==> src/rtl/lsu_pkg.sv <==
// lsu_pkg: shared constants, state type and lane helpers
// for the load/store controller.
package lsu_pkg;

  localparam logic [2:0] F3_B  = 3'b000;
  localparam logic [2:0] F3_H  = 3'b001;
  localparam logic [2:0] F3_W  = 3'b010;
  localparam logic [2:0] F3_BU = 3'b100;
  localparam logic [2:0] F3_HU = 3'b101;

  typedef enum logic [1:0] {
    S_IDLE   = 2'd0,
    S_ACCESS = 2'd1,
    S_WRITE  = 2'd2,
    S_RESP   = 2'd3
  } state_t;

  function automatic logic [4:0] byte_sh(
    input logic [1:0] lane
  );
    return {lane, 3'b000};
  endfunction

  function automatic logic [4:0] half_sh(
    input logic lane
  );
    return {lane, 4'b0000};
  endfunction

endpackage

==> src/rtl/lsu_align.sv <==
// lsu_align: store-lane merge and load extract/extend.
// Purely combinational.
module lsu_align
  import lsu_pkg::*;
#(
  parameter int DATA_WIDTH = 32
) (
  input  logic [2:0]            funct3,
  input  logic [1:0]            lane,
  input  logic [DATA_WIDTH-1:0] old_word,
  input  logic [DATA_WIDTH-1:0] wdata,
  input  logic [DATA_WIDTH-1:0] ld_word,
  output logic [DATA_WIDTH-1:0] merged,
  output logic [DATA_WIDTH-1:0] ld_data
);

  localparam int DW = DATA_WIDTH;

  logic [4:0]    bsh;
  logic [4:0]    hsh;
  logic [DW-1:0] bmask;
  logic [DW-1:0] hmask;
  logic [7:0]    bsel;
  logic [15:0]   hsel;

  always_comb begin
    bsh   = byte_sh(lane);
    hsh   = half_sh(lane[1]);
    bmask = DW'(8'hFF) << bsh;
    hmask = DW'(16'hFFFF) << hsh;
    bsel  = 8'(ld_word >> bsh);
    hsel  = 16'(ld_word >> hsh);
  end

  // Clear the lane first so old bits are replaced, not ORed.
  always_comb begin
    merged = wdata;
    unique case (1'b1)
      (funct3 == F3_B):
        merged = (old_word & ~bmask)
               | ((wdata & DW'(8'hFF)) << bsh);
      (funct3 == F3_H):
        merged = (old_word & ~hmask)
               | ((wdata & DW'(16'hFFFF)) << hsh);
      default:
        merged = wdata;
    endcase
  end

  always_comb begin
    ld_data = ld_word;
    unique case (1'b1)
      (funct3 == F3_B):
        ld_data = {{(DW-8){bsel[7]}}, bsel};
      (funct3 == F3_BU):
        ld_data = {{(DW-8){1'b0}}, bsel};
      (funct3 == F3_H):
        ld_data = {{(DW-16){hsel[15]}}, hsel};
      (funct3 == F3_HU):
        ld_data = {{(DW-16){1'b0}}, hsel};
      default:
        ld_data = ld_word;
    endcase
  end

endmodule

==> src/rtl/lsu_ctrl.sv <==
// lsu_ctrl: multi-cycle load/store FSM with read-modify-write
// for sub-word stores against a word-organised memory.
module lsu_ctrl
  import lsu_pkg::*;
#(
  parameter int ADDR_WIDTH = 32,
  parameter int DATA_WIDTH = 32
) (
  input  logic                  clk,
  input  logic                  reset,
  input  logic                  req_valid,
  output logic                  req_ready,
  input  logic                  req_we,
  input  logic [2:0]            req_funct3,
  input  logic [ADDR_WIDTH-1:0] req_addr,
  input  logic [DATA_WIDTH-1:0] req_wdata,
  output logic                  resp_valid,
  output logic [DATA_WIDTH-1:0] resp_rdata,
  output logic                  resp_err,
  output logic                  mem_wr_en,
  output logic [ADDR_WIDTH-1:0] mem_addr,
  output logic [DATA_WIDTH-1:0] mem_wr_data,
  input  logic [DATA_WIDTH-1:0] mem_rd_data
);

  state_t                state;
  state_t                nxt;
  logic                  we_q;
  logic [2:0]            f3_q;
  logic [ADDR_WIDTH-1:0] addr_q;
  logic [DATA_WIDTH-1:0] wdata_q;
  logic [DATA_WIDTH-1:0] word_q;
  logic [DATA_WIDTH-1:0] rdata_q;
  logic                  err_q;
  logic [DATA_WIDTH-1:0] merged;
  logic [DATA_WIDTH-1:0] ld_data;
  logic [ADDR_WIDTH-1:0] word_addr;
  logic                  f3_ok;
  logic                  mis;
  logic                  bad;

  lsu_align #(
    .DATA_WIDTH(DATA_WIDTH)
  ) u_align (
    .funct3  (f3_q),
    .lane    (addr_q[1:0]),
    .old_word(word_q),
    .wdata   (wdata_q),
    .ld_word (mem_rd_data),
    .merged  (merged),
    .ld_data (ld_data)
  );

  assign word_addr = {addr_q[ADDR_WIDTH-1:2], 2'b00};

  always_comb begin
    f3_ok = req_funct3 inside
      {F3_B, F3_H, F3_W, F3_BU, F3_HU};
    mis = ((req_funct3 == F3_H ||
            req_funct3 == F3_HU) && req_addr[0])
       || (req_funct3 == F3_W &&
           req_addr[1:0] != 2'b00);
    bad = !f3_ok || mis
       || (req_we && req_funct3[2]);
  end

  always_comb begin
    nxt         = state;
    req_ready   = 1'b0;
    resp_valid  = 1'b0;
    mem_wr_en   = 1'b0;
    mem_addr    = '0;
    mem_wr_data = '0;
    unique case (state)
      S_IDLE: begin
        req_ready = 1'b1;
        if (req_valid)
          nxt = bad ? S_RESP : S_ACCESS;
      end
      S_ACCESS: begin
        mem_addr = word_addr;
        nxt      = we_q ? S_WRITE : S_RESP;
      end
      S_WRITE: begin
        mem_wr_en   = !reset;
        mem_addr    = word_addr;
        mem_wr_data = merged;
        nxt         = S_RESP;
      end
      S_RESP: begin
        resp_valid = 1'b1;
        nxt        = S_IDLE;
      end
    endcase
  end

  always_ff @(posedge clk) begin
    if (reset) begin
      state   <= S_IDLE;
      we_q    <= 1'b0;
      f3_q    <= '0;
      addr_q  <= '0;
      wdata_q <= '0;
      word_q  <= '0;
      rdata_q <= '0;
      err_q   <= 1'b0;
    end else begin
      state <= nxt;
      if (state == S_IDLE && req_valid) begin
        we_q    <= req_we;
        f3_q    <= req_funct3;
        addr_q  <= req_addr;
        wdata_q <= req_wdata;
        err_q   <= bad;
        rdata_q <= '0;
      end
      if (state == S_ACCESS) begin
        word_q <= mem_rd_data;
        if (!we_q)
          rdata_q <= ld_data;
      end
    end
  end

  assign resp_rdata = rdata_q;
  assign resp_err   = err_q;

endmodule

==> config.mk <==
export PLATFORM = sky130hd
export DESIGN_NAME = lsu_ctrl
export DESIGN_NICKNAME = d
export VERILOG_FILES = /design/src/rtl/lsu_pkg.sv /design/src/rtl/lsu_align.sv /design/src/rtl/lsu_ctrl.sv
export SDC_FILE = /design/constraint.sdc
export NUM_CORES = 1
export LEC_CHECK = 0
export BUFFER_PORTS_ARGS = -buffer_cell sky130_fd_sc_hd__buf_2
export CORE_ASPECT_RATIO = 1.2
export CORE_MARGIN = 1.5
export CORE_UTILIZATION = 50
export CTS_CLUSTER_SIZE = 10
export DETAILED_ROUTE_END_ITERATION = 8
export GPL_ROUTABILITY_DRIVEN = 0
export PLACE_DENSITY = 0.78
export SYNTH_ARGS = -nofsm -noshare
export SYNTH_HDL_FRONTEND = slang
export SYNTH_HIERARCHICAL = 1
export SYNTH_SLANG_ARGS = --single-unit
==> constraint.sdc <==
create_clock -name clk -period 4.1 [get_ports clk]
set_clock_uncertainty 0.1 [all_clocks]
set_input_delay 0.82 -clock clk [delete_from_list [all_inputs] [get_ports clk]]
set_output_delay 0.82 -clock clk [all_outputs]
set_load 0.02 [all_outputs]
; ---- After elaboration in Yosys (flattened, before gate mapping)
; Index checks and enable logic that the tools add are counted.
[word_totals]
reg_bits = 135
in_bits = 103
out_inout_bits = 100
wordCells = 61
[classes]
eq_ne = 11
shift = 6
n_mux = 14
bitwise_logic = 6
n_reduce_logical = 16
[op_table]
columns = op, count
row1 = $mux 32, 5
row2 = $pmux 32 s4, 1
row3 = $and 32x32->32, 2
row4 = $not 32->32, 2
row5 = $or 32x32->32, 2
row6 = $pmux 32 s2, 1
row7 = $shl 16x5->32, 1
row8 = $shl 16x5->32 const A, 1
row9 = $shl 8x5->32, 1
row10 = $shl 8x5->32 const A, 1
row11 = $shr 32x5->16, 1
row12 = $shr 32x5->8, 1
row13 = $eq 3x3->1 const B, 4
row14 = $pmux 2 s4, 1
row15 = $eq 3x1->1 const B, 2
row16 = $logic_not 3->1, 2
row17 = $reduce_bool 5->1, 1
row18 = $eq 2x2->1 const B, 2
row19 = $logic_and 1x1->1, 4
row20 = $logic_or 1x1->1, 4
row21 = $mux 1, 4
row22 = $mux 2, 2
row23 = $eq 3x2->1 const B, 1
row24 = $eq 2x1->1 const B, 1
row25 = 5 further kinds, 6

; ---- Logic depth before layout (Yosys ltp)
[depth]
depth_word = 9
depth_mapped = 8
ltp_nobuf = 6

; ---- By module
; Netlist, hierarchy kept.
[modules_own_cells]
columns = mod, instances, cells_each, area_per_inst_um2, seq_area_each_um2
row1 = lsu_ctrl, 1, 640, 5315.1, 2702.6
row2 = lsu_align, 1, 263, 1545.2, 0.0

; ---- Worst setup path after synthesis
; OpenSTA, ideal clock, no wires.
[synth_path]
path_type = reg-to-output
start = reg addr_q[1]
end = out mem_wr_data[13]
arrival_time_ns = 1.636
required_time_ns = 3.180
slack_ns = 1.544
path_stages_with_launch = 7
path_buffers = 1
path_cell_list = dfxtp_1 inv_1 clkbuf_1 nand2_2 mux2i_1 a221oi_1 and2_1
[synth_between]
elab_chain_cells = 6
word_cells_on_any_way = 12
cone_classes = 4 x shift / 2 x mux / 6 x bitwise
[synth_lines]
columns = item, line_no
row1 = from (decl), lsu_ctrl.sv:30  ; logic [ADDR_WIDTH-1:0] addr_q;
row2 = from (signal assigned), lsu_ctrl.sv:112  ; addr_q <= req_addr;
row3 = $shl 16x5->32 or $shl 8x5->32 (tied branches), "lsu_align.sv:30, lsu_align.sv:29"
row4 = "$not 32->32, on equally long branches", "lsu_align.sv:43, lsu_align.sv:40"
row5 = "$and 32x32->32, on equally long branches", "lsu_align.sv:43, lsu_align.sv:40"
row6 = "$or 32x32->32, on equally long branches", "lsu_align.sv:44, lsu_align.sv:41"
row7 = $pmux 32 s2 *, lsu_align.sv:38  ; unique case (1'b1)
row8 = net merged[13], lsu_ctrl.sv:35  ; logic [DATA_WIDTH-1:0] merged;
row9 = $mux 32 *, lsu_ctrl.sv:74  ; unique case (state)
row10 = to (decl), lsu_ctrl.sv:22  ; output logic [DATA_WIDTH-1:0] mem_wr_data,
; The timed path passes the listed nets; every way through them passes the cells marked *.

; ---- Worst setup path in the final report
[layout_path]
start = reg addr_q[0]
end = out mem_wr_data[17]
[layout_between]
elab_chain_cells = 6
word_cells_on_any_way = 7
cone_classes = 2 x shift / 2 x mux / 3 x bitwise
[layout_lines]
columns = item, line_no
row1 = $shl 8x5->32, lsu_align.sv:29  ; bmask = DW'(8'hFF) << bsh;
row2 = $not 32->32, lsu_align.sv:40  ; merged = (old_word & ~bmask)
row3 = $and 32x32->32, lsu_align.sv:40
row4 = $or 32x32->32 *, lsu_align.sv:41  ; | ((wdata & DW'(8'hFF)) << bsh);
row5 = $pmux 32 s2 *, lsu_align.sv:38
row6 = net merged[17], lsu_ctrl.sv:35
row7 = $mux 32 *, lsu_ctrl.sv:74
; Marks and branches as above.

==> impl_metrics.csv <==
group,metric,value,unit
status,outcome,"completed",
global_routing,grt_pass1_vias,6239,
clocking,cts.repair.resized,0,
sta,tns,0,ns
yosys,yosysSeqAreaShare,0.3939,
worst_setup_path,r2r_cells,7,
floorplan,rows,46,
floorplan,io-pin-count,203,
pwr,p_leak,0.003679,uW
worst_hold_path,hold_depth,2,
sta,max_slew_margin,0.2732,
yosys,synth_edf_count,0,
pwr,vdd_drop_max,0.0007455,V
floorplan,core_area,13300,um2
yosys,synth_area_leaders,"dfxtp_1 (39%), nand2_1 (13%), a21oi_1 (7.8%)",
clocking,clk_path_buf_depth,2,
worst_setup_path,cp_data_required_time,3.18,ns
clocking,cts_sinks,135,
placement,hpwl,14.32,mm
floorplan,start_util,0.5160,
yosys,synth_cell_types,43,
floorplan,die_area,14440,um2
final_layout,finalNetCount,1164,
routing,dr_total_vias,6861,
worst_setup_path,critPathLaunchType,"flip-flop",
yosys,syn_area,6860,um2
placement,io_buffers,200,
sta,hold_viol,0,
clocking,holdBufCountCts,0,
sta,fin_crit,3.545,ns
worst_setup_path,crit_fanout,15,
worst_setup_path,worst_setup_path_end_kind,"output port",
pwr,power.density,654.8,nW/um2
global_routing,overflow,0,
run,max_cap_viol_count,0,
yosys,ys_warn_count,6,
global_routing,grtUsageMet3,0.07540,
global_routing,grtUsageTotal,0.2853,
yosys,syn_area_per_cell,7.597,um2
yosys,synth_flop_cell,"dfxtp_1",
worst_setup_path,cp_cell_sequence,"nor2b_1, buf_4, nor2_1, nand2_1, a31oi_1, and2_1, buf_2",
clocking,cts_tree,"yes",
sta,fin_crit_sh,0.8645,
clocking,clk_pin_slew,0.06,ns
global_routing,grt_pass1_wl,31.80,mm
routing,dr.pass1.iters,5,
global_routing,grt.busiest_layer,"met2",
worst_setup_path,crit_path_top_delay_cell,"nor2_1",
sta,maxClockFrequency,282.1,MHz
clocking,clock_latency,0.42,ns
routing,ant_nets,0,
yosys,netlist_instances,903,
clocking,cts_buffers,17,
sta,rsz0062_at_grt,"no",
global_routing,antenna_found_initial,2,
worst_setup_path,worstSetupPathType,"reg -> out",
final_layout,drive_above_1_share,0.2547,
global_routing,met2_usage,0.4607,
floorplan,fp.dieH,131.3,um
sta,setup_viol,0,
sta,worst_slew_pin_slew,1.090,ns
yosys,synth_top_area_share,0.3939,
final_layout,fillers,1267,
yosys,synth_area_leader_cell,"dfxtp_1",
yosys,synth-seq-cells,135,
yosys,async_flop_share,0,
routing,routed_wirelength,20.57,mm
clocking,cts_root_buf,"clkbuf_16",
worst_hold_path,hold_path_class,"reg -> reg",
routing,avgViaCountPerCell,5.542,
final_layout,syn_to_final_growth,20.83,%
sta,final_max_slew_viol_count,0,
worst_setup_path,cp.arrival,2.62,ns
routing,wl_per_cell,16.62,um
routing,first_iter_violations,440,
routing,drc,0,
clocking,cts_setup_buffers,0,
pwr,finalPower,5428,uW
global_routing,grt_max_degree,102,
floorplan,die_x,109.9,um
clocking,h-tree-depth,4,
global_routing,met1_usage,0.3498,
worst_setup_path,slowest_delay,0.73,ns
-- synthesized netlist by cell type, drive strengths merged, types with 12 or more instances --
cell type	instances
o21ai	25
nand2	244
a21oi	107
nor2	64
mux2	12
and2	63
mux2i	43
nand3	34
a22oi	12
dfxtp	135
clkbuf	31
buf	45
-- logic make-up after synthesis --
| kind of cell | count (synthesis) | share of synthesized area |
|---|---|---|
| AOI/OAI and AO/OA | 196 | 0.1736 |
| adders and majority gates | 5 | 0.009119 |
| buffers and inverters | 82 | 0.06183 |
| DFF | 135 | 0.3939 |
| muxes | 55 | 0.08244 |
| other | 1 | 0.0005466 |
| and+or+nand+nor | 429 | 0.2785 |
-- through the flow --
step	instances	util	worst slack [ns]	instance area, um2	hold WS, ns
6_report	1238	0.6235	0.5554	8289	0.3475
5_1_grt	1236	0.6231	0.3220	8284	0.3630
4_1_cts	1236	0.6231	0.5535	8284	0.3501
3_5_place_dp	1205	0.5835	1.002	7757	0.3418
3_3_place_gp	1205	0.5835	1.029	7757	0.3372
2_1_floorplan	904	-	1.544	6864	0.3317
-- placed cells by master (no fill, tap or decap), drive strengths merged, types with 22 or more instances in the layout --
cell type and n:
nand2 244, buf 209, dfxtp 135, a21oi 107, nor2 64, and2 63, mux2i 43, nand3 34
o21ai 25, clkbuf 22
-- worst max-delay path, delay by kind of cell, from the launching register on --
family	cells	cell delay [ns]
DFF	1	0.46
AOI/OAI and AO/OA	1	0.18
buffers and inverters	2	0.33
and+or+nand+nor	4	1.25
-- path summary, 6_finish.rpt --
check             startpoint  slack, ns               to
setup / recovery   addr_q[0]       0.56  mem_wr_data[17]
setup reg to reg   addr_q[0]       1.57    resp_rdata[3]
hold / removal    addr_q[27]       0.35       addr_q[27]
hold reg to reg   addr_q[27]       0.35       addr_q[27]
-- cell type report --
cell class | count | area [um2] | share of cell area
tap | 168 | 210.2 | 0.02536
inverter | 6 | 22.52 | 0.002717
clock buffer | 22 | 474.2 | 0.05721
multi-input combinational | 687 | 3751 | 0.4525
timing repair buffer | 209 | 1071 | 0.1292
clock inverter | 9 | 52.55 | 0.006340
sequential | 135 | 2703 | 0.3260
antenna | 2 | 5.005 | 0.0006038
-- metal layers --
layer	part of all wire	up-vias
li1	-	3345
met1	0.39	3166
met2	0.49	295
met3	0.084	53
met4	0.031	2
met5	0.00034	-
-- registers in the layout, indices dropped and copies added (netlist names) --
register and count:
word_q 32, state 2, f3_q 3, resp_rdata 32, resp_err 1, we_q 1
addr_q 32, wdata_q 32
-- power by group --
group,switching [uW],internal (uW)
registers,215,1600
clock network,558,809
logic,1450,796
total,2230,3200
(Power assumes the default switching activity.)
